[config.mk]
export PLATFORM = sky130hd
export DESIGN_NAME = kinase_ctrl_sequencer_flat
export DESIGN_NICKNAME = d
export VERILOG_FILES = /design/src/rtl/kinase_ctrl_sequencer_pkg.sv /design/src/rtl/kinase_ctrl_sequencer_if.sv /design/src/rtl/kinase_pump_phaser.sv /design/src/rtl/kinase_ctrl_sequencer.sv /design/src/flat_wrapper.sv
export SDC_FILE = /design/constraint.sdc
export NUM_CORES = 1
export LEC_CHECK = 0
export CAP_MARGIN = 40
export CORE_UTILIZATION = 57
export DETAILED_ROUTE_END_ITERATION = 8
export GPL_TIMING_DRIVEN = 0
export MAX_ROUTING_LAYER = met4
export PLACE_DENSITY = 0.85
export SLEW_MARGIN = 20
export SYNTH_ARGS = -nofsm -noshare
export SYNTH_HDL_FRONTEND = slang
export SYNTH_SLANG_ARGS = --single-unit
[constraint.sdc]
create_clock -name clk -period 6.5 [get_ports clk]
set_input_delay 1.95 -clock clk [delete_from_list [all_inputs] [get_ports clk]]
set_output_delay 1.95 -clock clk [all_outputs]
set_load 0.05 [all_outputs]
[src/rtl/kinase_ctrl_sequencer_pkg.sv]
// Shared definitions for the kinase chip control sequencer: FSM states,
// pump phase tables and pump-select encodings.
package kinase_ctrl_sequencer_pkg;

   typedef logic [2:0] state_t;

   localparam state_t S_IDLE   = 3'd0;
   localparam state_t S_SETTLE = 3'd1;
   localparam state_t S_PUMP   = 3'd2;
   localparam state_t S_DWELL  = 3'd3;
   localparam state_t S_DONE   = 3'd4;

   localparam logic [1:0] PSEL_NONE = 2'b00;
   localparam logic [1:0] PSEL_A    = 2'b01;
   localparam logic [1:0] PSEL_B    = 2'b10;
   localparam logic [1:0] PSEL_BOTH = 2'b11;

   // Element [0] is the first phase of a stroke.
   localparam logic [5:0][2:0] PUMP_A_SEQ = {3'b101, 3'b001, 3'b011, 3'b010, 3'b110, 3'b100};
   localparam logic [1:0][1:0] PUMP_B_SEQ = {2'b01, 2'b10};

endpackage

[src/rtl/kinase_ctrl_sequencer_if.sv]
// Step-command handshake between a host controller and the sequencer.
interface kinase_ctrl_sequencer_if #(
   parameter int DWELL_W = 16
) ();
   logic               cmd_valid;
   logic               cmd_ready;
   logic [12:0]        cmd_valves;
   logic [3:0]         cmd_select;
   logic [1:0]         cmd_pump;
   logic [7:0]         cmd_strokes;
   logic [DWELL_W-1:0] cmd_dwell;

   modport master (
      output cmd_valid, cmd_valves, cmd_select, cmd_pump, cmd_strokes, cmd_dwell,
      input  cmd_ready
   );

   modport slave (
      input  cmd_valid, cmd_valves, cmd_select, cmd_pump, cmd_strokes, cmd_dwell,
      output cmd_ready
   );
endinterface

[src/rtl/kinase_pump_phaser.sv]
// Peristaltic pump phase generator: steps both pump tables while enabled and
// flags the last cycle of the requested number of strokes.
module kinase_pump_phaser #(
   parameter int PHASE_CYC = 100
) (
   input  logic       clk,
   input  logic       rst,
   input  logic       enable,
   input  logic [7:0] strokes,
   output logic [2:0] pump_a,
   output logic [1:0] pump_b,
   output logic       strokes_done
);
   import kinase_ctrl_sequencer_pkg::*;

   localparam int PW = (PHASE_CYC > 1) ? $clog2(PHASE_CYC) : 1;
   localparam logic [PW-1:0] PHASE_LAST = PW'(PHASE_CYC - 1);

   logic [PW-1:0] phase_cnt;
   logic [2:0]    phase_idx;
   logic [7:0]    left;
   logic          stroke_end;

   // While disabled the counters idle at zero and track the stroke count so
   // the first enabled cycle starts a fresh stroke.
   always_ff @(posedge clk) begin
      if (rst || !enable) begin
         phase_cnt <= '0;
         phase_idx <= '0;
         left      <= strokes;
      end else if (phase_cnt == PHASE_LAST) begin
         phase_cnt <= '0;
         if (phase_idx == 3'd5) begin
            phase_idx <= '0;
            left      <= left - 8'd1;
         end else begin
            phase_idx <= phase_idx + 3'd1;
         end
      end else begin
         phase_cnt <= phase_cnt + PW'(1);
      end
   end

   assign stroke_end   = (phase_cnt == PHASE_LAST) && (phase_idx == 3'd5);
   assign strokes_done = enable && stroke_end && (left == 8'd1);
   assign pump_a       = enable ? PUMP_A_SEQ[phase_idx] : '0;
   assign pump_b       = enable ? PUMP_B_SEQ[phase_idx[0]] : '0;

endmodule

[src/rtl/kinase_ctrl_sequencer.sv]
// Step sequencer for the kinase chip: latches a valve/pump command, settles the
// valves, runs the pumps for the requested strokes, dwells, then reports done.
module kinase_ctrl_sequencer #(
   parameter int SETTLE_CYC = 4,
   parameter int PHASE_CYC  = 100,
   parameter int DWELL_W    = 16
) (
   input  logic                    clk,
   input  logic                    rst,
   kinase_ctrl_sequencer_if.slave  cmd,
   input  logic                    abort,
   output logic [12:0]             ctrl_a,
   output logic [3:0]              ctrl_s,
   output logic [2:0]              pump_a,
   output logic [1:0]              pump_b,
   output logic                    busy,
   output logic                    step_done,
   output logic                    aborted
);
   import kinase_ctrl_sequencer_pkg::*;

   localparam int SW    = $clog2(SETTLE_CYC + 1);
   localparam int CNT_W = (DWELL_W > SW) ? DWELL_W : SW;
   localparam logic [CNT_W-1:0] SETTLE_LAST = CNT_W'(SETTLE_CYC - 1);

   state_t             state;
   logic [CNT_W-1:0]   cnt;
   logic [1:0]         pump_r;
   logic [7:0]         strokes_r;
   logic [DWELL_W-1:0] dwell_r;
   logic [CNT_W-1:0]   dwell_last;
   logic               pump_go;
   logic               pump_en;
   logic               strokes_done;
   logic [2:0]         ph_a;
   logic [1:0]         ph_b;
   state_t             after_pump;

   assign busy          = (state != S_IDLE);
   assign cmd.cmd_ready = (state == S_IDLE) && !abort;
   assign pump_go       = (pump_r != PSEL_NONE) && (strokes_r != 8'd0);
   assign dwell_last    = CNT_W'(dwell_r) - CNT_W'(1);
   assign after_pump    = (dwell_r == '0) ? S_DONE : S_DWELL;
   assign pump_en       = (state == S_PUMP);

   // step_done and aborted are registered, so each pulse lands the cycle after
   // the FSM event that causes it; abort outranks everything except rst.
   always_ff @(posedge clk) begin
      if (rst) begin
         state     <= S_IDLE;
         cnt       <= '0;
         pump_r    <= '0;
         strokes_r <= '0;
         dwell_r   <= '0;
         ctrl_a    <= '0;
         ctrl_s    <= '0;
         step_done <= 1'b0;
         aborted   <= 1'b0;
      end else if (abort) begin
         state     <= S_IDLE;
         cnt       <= '0;
         ctrl_a    <= '0;
         ctrl_s    <= '0;
         step_done <= 1'b0;
         aborted   <= busy;
      end else begin
         step_done <= (state == S_DONE);
         aborted   <= 1'b0;
         case (state)
            S_IDLE: begin
               if (cmd.cmd_valid) begin
                  ctrl_a    <= cmd.cmd_valves;
                  ctrl_s    <= cmd.cmd_select;
                  pump_r    <= cmd.cmd_pump;
                  strokes_r <= cmd.cmd_strokes;
                  dwell_r   <= cmd.cmd_dwell;
                  cnt       <= '0;
                  state     <= S_SETTLE;
               end
            end
            S_SETTLE: begin
               if (cnt == SETTLE_LAST) begin
                  cnt   <= '0;
                  state <= pump_go ? S_PUMP : after_pump;
               end else begin
                  cnt <= cnt + CNT_W'(1);
               end
            end
            S_PUMP: begin
               if (strokes_done) state <= after_pump;
            end
            S_DWELL: begin
               if (cnt == dwell_last) begin
                  cnt   <= '0;
                  state <= S_DONE;
               end else begin
                  cnt <= cnt + CNT_W'(1);
               end
            end
            S_DONE:  state <= S_IDLE;
            default: state <= S_IDLE;
         endcase
      end
   end

   kinase_pump_phaser #(
      .PHASE_CYC (PHASE_CYC)
   ) u_phaser (
      .clk          (clk),
      .rst          (rst),
      .enable       (pump_en),
      .strokes      (strokes_r),
      .pump_a       (ph_a),
      .pump_b       (ph_b),
      .strokes_done (strokes_done)
   );

   assign pump_a = (pump_r == PSEL_A || pump_r == PSEL_BOTH) ? ph_a : '0;
   assign pump_b = (pump_r == PSEL_B || pump_r == PSEL_BOTH) ? ph_b : '0;

endmodule

[src/flat_wrapper.sv]
// flat-port wrapper written by rule: the top's interface ports become plain ports
module kinase_ctrl_sequencer_flat import kinase_ctrl_sequencer_pkg::*;
#(
   parameter int SETTLE_CYC = 4,
   parameter int PHASE_CYC  = 100,
   parameter int DWELL_W    = 16
)
  (clk, rst, abort, ctrl_a, ctrl_s, pump_a, pump_b, busy, step_done, aborted, cmd_cmd_valid, cmd_cmd_valves, cmd_cmd_select, cmd_cmd_pump, cmd_cmd_strokes, cmd_cmd_dwell, cmd_cmd_ready);
  kinase_ctrl_sequencer_if #(.DWELL_W(DWELL_W)) cmd_i ();
  input  logic clk;
  input  logic rst;
  input  logic abort;
  output logic [12:0] ctrl_a;
  output logic [3:0] ctrl_s;
  output logic [2:0] pump_a;
  output logic [1:0] pump_b;
  output logic busy;
  output logic step_done;
  output logic aborted;
  input wire logic [$bits(cmd_i.cmd_valid)-1:0] cmd_cmd_valid;
  input wire logic [$bits(cmd_i.cmd_valves)-1:0] cmd_cmd_valves;
  input wire logic [$bits(cmd_i.cmd_select)-1:0] cmd_cmd_select;
  input wire logic [$bits(cmd_i.cmd_pump)-1:0] cmd_cmd_pump;
  input wire logic [$bits(cmd_i.cmd_strokes)-1:0] cmd_cmd_strokes;
  input wire logic [$bits(cmd_i.cmd_dwell)-1:0] cmd_cmd_dwell;
  output wire logic [$bits(cmd_i.cmd_ready)-1:0] cmd_cmd_ready;
  assign cmd_i.cmd_valid = cmd_cmd_valid;
  assign cmd_i.cmd_valves = cmd_cmd_valves;
  assign cmd_i.cmd_select = cmd_cmd_select;
  assign cmd_i.cmd_pump = cmd_cmd_pump;
  assign cmd_i.cmd_strokes = cmd_cmd_strokes;
  assign cmd_i.cmd_dwell = cmd_cmd_dwell;
  assign cmd_cmd_ready = cmd_i.cmd_ready;
  kinase_ctrl_sequencer #(.SETTLE_CYC(SETTLE_CYC), .PHASE_CYC(PHASE_CYC), .DWELL_W(DWELL_W)) u_core (.clk(clk), .rst(rst), .cmd(cmd_i), .abort(abort), .ctrl_a(ctrl_a), .ctrl_s(ctrl_s), .pump_a(pump_a), .pump_b(pump_b), .busy(busy), .step_done(step_done), .aborted(aborted));
endmodule
==> impl_metrics.yaml <==
run_status:
  status: "complete, no violations"
place:
  hpwl_mm: 7.442
  gp_congestion: 0.8539
  io_buffers: 72
  dp.cells: 706
global_route:
  grt_start_max_net_pins: 16
  antenna_found_initial: 0
  grt_pass1_vias: 3801
  grt_pass1_wl_mm: 16.64
  grt_overflow: 0
  grt.total_usage_pct: 28.21
power_and_ir_drop:
  p_int_mw: 0.8238
  pwr-share-clk_pct: 34.0
  seqPwrFrac_pct: 49.3
  p_sw_share_pct: 27.96
  leakagePower_nw: 1.889
  p_sw_mw: 0.3198
  ir_worst_vdd_uv: 153.2
  pwr-share-comb_pct: 16.7
  powerDensity_nw_per_um2: 216.6
timing:
  grt_setup_unrepaired: "false"
  skew_ns: 0.01674
  finalHoldViolations: 0
  setup_viol: 0
  fmax_ghz: 0.1863
  worst_pin_slew_ns: 0.8316
  finalSetupTns_ns: 0
  drv_slew: 0
  finalCriticalPeriod_ns: 5.367
  fin_crit_sh_pct: 82.57
  slew_headroom_pct: 44.14
setup_path:
  worst_path_most_repeated_cell: "clkdlybuf4s50_1"
  cp-startpoint: "abort"
  cp.required_ns: 4.55
  arrival_ns: 3.42
  reg2reg_depth: 10
  worstReg2RegStart: "u_core.dwell_r[0]"
  crit_path_start_kind: "primary input"
  rrSetupSlack_ns: 3.58
  crit_type: "in -> out"
  rr_endpoint: "u_core.cnt[6]"
  cp-end-kind: "output port"
  endpoint: "cmd_cmd_ready"
  max_stage_delay_ns: 0.81
  critical-path-slowest-cell: "clkdlybuf4s50_1"
  worstPathMaxFanout: 6
  crit_chain: "clkdlybuf4s50_1, nor2_1, clkdlybuf4s50_1"
finish:
  area_growth_pct: 25.01
  fin_cells: 722
  nNetsFinal: 670
  fillers: 572
  final_common_cell: "nand2_1"
  layout_common_cells: "nand2_1, dfxtp_1, clkdlybuf4s50_1"
  seqCellArea_um2: 1782
  antenna_cells: 0
  multiInputGateArea_um2: 2278
  drive_above_1_share_pct: 4.334
floorplanning:
  dieArea_um2: 7756
  start_util_pct: 58.53
  die_w_um: 88.07
  die_h_um: 88.07
  rows: 31
  pin_count: 73
  core_um2: 7214
route:
  ant_nets: 0
  drtIter0Drc: 199
  drtPass1Iterations: 5
  vias: 4037
  wire_per_inst_um: 14.11
  drt_wl_total_mm: 10.19
  drc: 0
  viasPerCell: 5.591
yosys:
  synth_flop_cell: "dfxtp_1"
  synth.distinct_cells: 58
  syn_avg_cell_area_um2: 7.893
  syn_nets: 587
  ys_async_sr_fraction_pct: 0
  ys.warnings.count: 0
  synth_cells: 535
  netlist_area_um2: 4223
  synth-edff-count: 8
  synth-seq-area-share_pct: 42.19
  ys_ff_latch: 85
clock_tree:
  clk_latency_ns: 0.37
  cts_tree: "built"
  cts_max_path_buffers: 2
  cts_setup_buffers: 0
  path_clk_slew_ns: 0.10
  clockRootBuffer: "clkbuf_8"
  cts_buffers: 9
  holdBufCountCts: 0
  clkSinkCount: 85
  htree_levels: 3
  cts_resized: 0
flow_run:
  drv_cap: 0
min_path:
  hold_depth: 1
  hp-class: "reg -> reg"
-- worst max-delay path, delay by kind of cell --
kind	cells	cell delay [ns]
AND/OR/NAND/NOR	1	0.14
buffers and inverters	2	1.32
-- cell families after synthesis --
group,Yosys count,share of synthesized area [%]
AND/OR/NAND/NOR,264,30.13
adder cells (fa/ha/maj),5,1.481
flip-flops,85,42.19
AO/OA/AOI/OAI,98,13.93
XOR/XNOR,34,7.052
buffers and inverters,44,3.970
multiplexers,5,1.244
-- power by group through the flow --
stage / Clock [mW] / Combinational [mW] / Sequential (mW)
global route: 0.413 / 0.210 / 0.566
CTS: 0.392 / 0.191 / 0.563
global placement: 0 / 0.185 / 0.574
floorplan: 0 / 0.114 / 0.584
finish: 0.389 / 0.191 / 0.564
detailed placement: 0 / 0.189 / 0.575
-- stage by stage --
step                      utilization, %  cell area (um^2)  hold WS [ns]  total power [mW]  setup WS (ns)
final                              73.17              5279        0.4573             1.144          1.133
after global routing               73.17              5279        0.4750             1.189          1.097
after CTS                          73.17              5279        0.4514             1.146          1.127
after detailed placement           70.31              5072        0.4327            0.7647          1.135
after global placement             70.24              5067        0.4260            0.7590          1.175
after floorplan                        -              4223        0.4132            0.6983          1.946
-- final cells by class --
type	count	area share (%)
well taps	99	2.347
multi-input cells	406	43.16
plain buffers	30	2.181
inverters	14	0.9955
clock buffers	10	2.607
repair buffers	72	13.65
clock inverters	6	1.304
flip-flops and latches	85	33.75
-- cells in the mapped netlist, drive strengths merged, types with 5 or more instances --
library cell | instances | area share, %
clkbuf | 27 | 2.4
ha | 5 | 1.5
o311ai | 8 | 1.7
a21oi | 51 | 6.0
inv | 14 | 1.2
nor2 | 32 | 2.8
dfxtp | 77 | 37
nor4 | 11 | 1.8
nand3 | 20 | 2.5
edfxtp | 8 | 5.7
xor2 | 10 | 2.1
nand2 | 128 | 11
xnor2 | 24 | 5.0
and2 | 8 | 1.2
o21ai | 17 | 2.0
nor3 | 12 | 1.5
nand4 | 11 | 1.6
and3 | 14 | 2.1
-- metal layers --
| metal | share of wire, % | up-vias | GRT usage (%) |
|---|---|---|---|
| met5 | 0 | - | - |
| met2 | 51 | 112 | 46.93 |
| met3 | 4.6 | 19 | 4.430 |
| met4 | 1.8 | 0 | 13.64 |
| li1 | - | 2026 | - |
| met1 | 43 | 1880 | 33.27 |
-- registers in the layout, summed over array words and instances (netlist names), 4 cells and up, named ones only --
| register | flops |
|---|---|
| u_core.cnt | 16 |
| u_core.ctrl_a | 13 |
| u_core.ctrl_s | 4 |
| u_core.dwell_r | 16 |
| u_core.strokes_r | 8 |
| u_core.u_phaser.left | 8 |
| u_core.u_phaser.phase_cnt | 7 |
-- how the worst min path moves through the flow --
stage          slack (ns)                      endpoint                    startpoint
5_1_grt              0.47             u_core.ctrl_a[12]             u_core.ctrl_a[12]
3_3_place_gp         0.43  u_core.u_phaser.phase_cnt[0]  u_core.u_phaser.phase_cnt[0]
3_5_place_dp         0.43  u_core.u_phaser.phase_cnt[0]  u_core.u_phaser.phase_cnt[0]
6_report             0.46  u_core.u_phaser.phase_cnt[0]  u_core.u_phaser.phase_cnt[0]
2_1_floorplan        0.41  u_core.u_phaser.phase_cnt[0]  u_core.u_phaser.phase_cnt[0]
4_1_cts              0.45  u_core.u_phaser.phase_cnt[0]  u_core.u_phaser.phase_cnt[0]
Power figures use the tool's default switching activity.
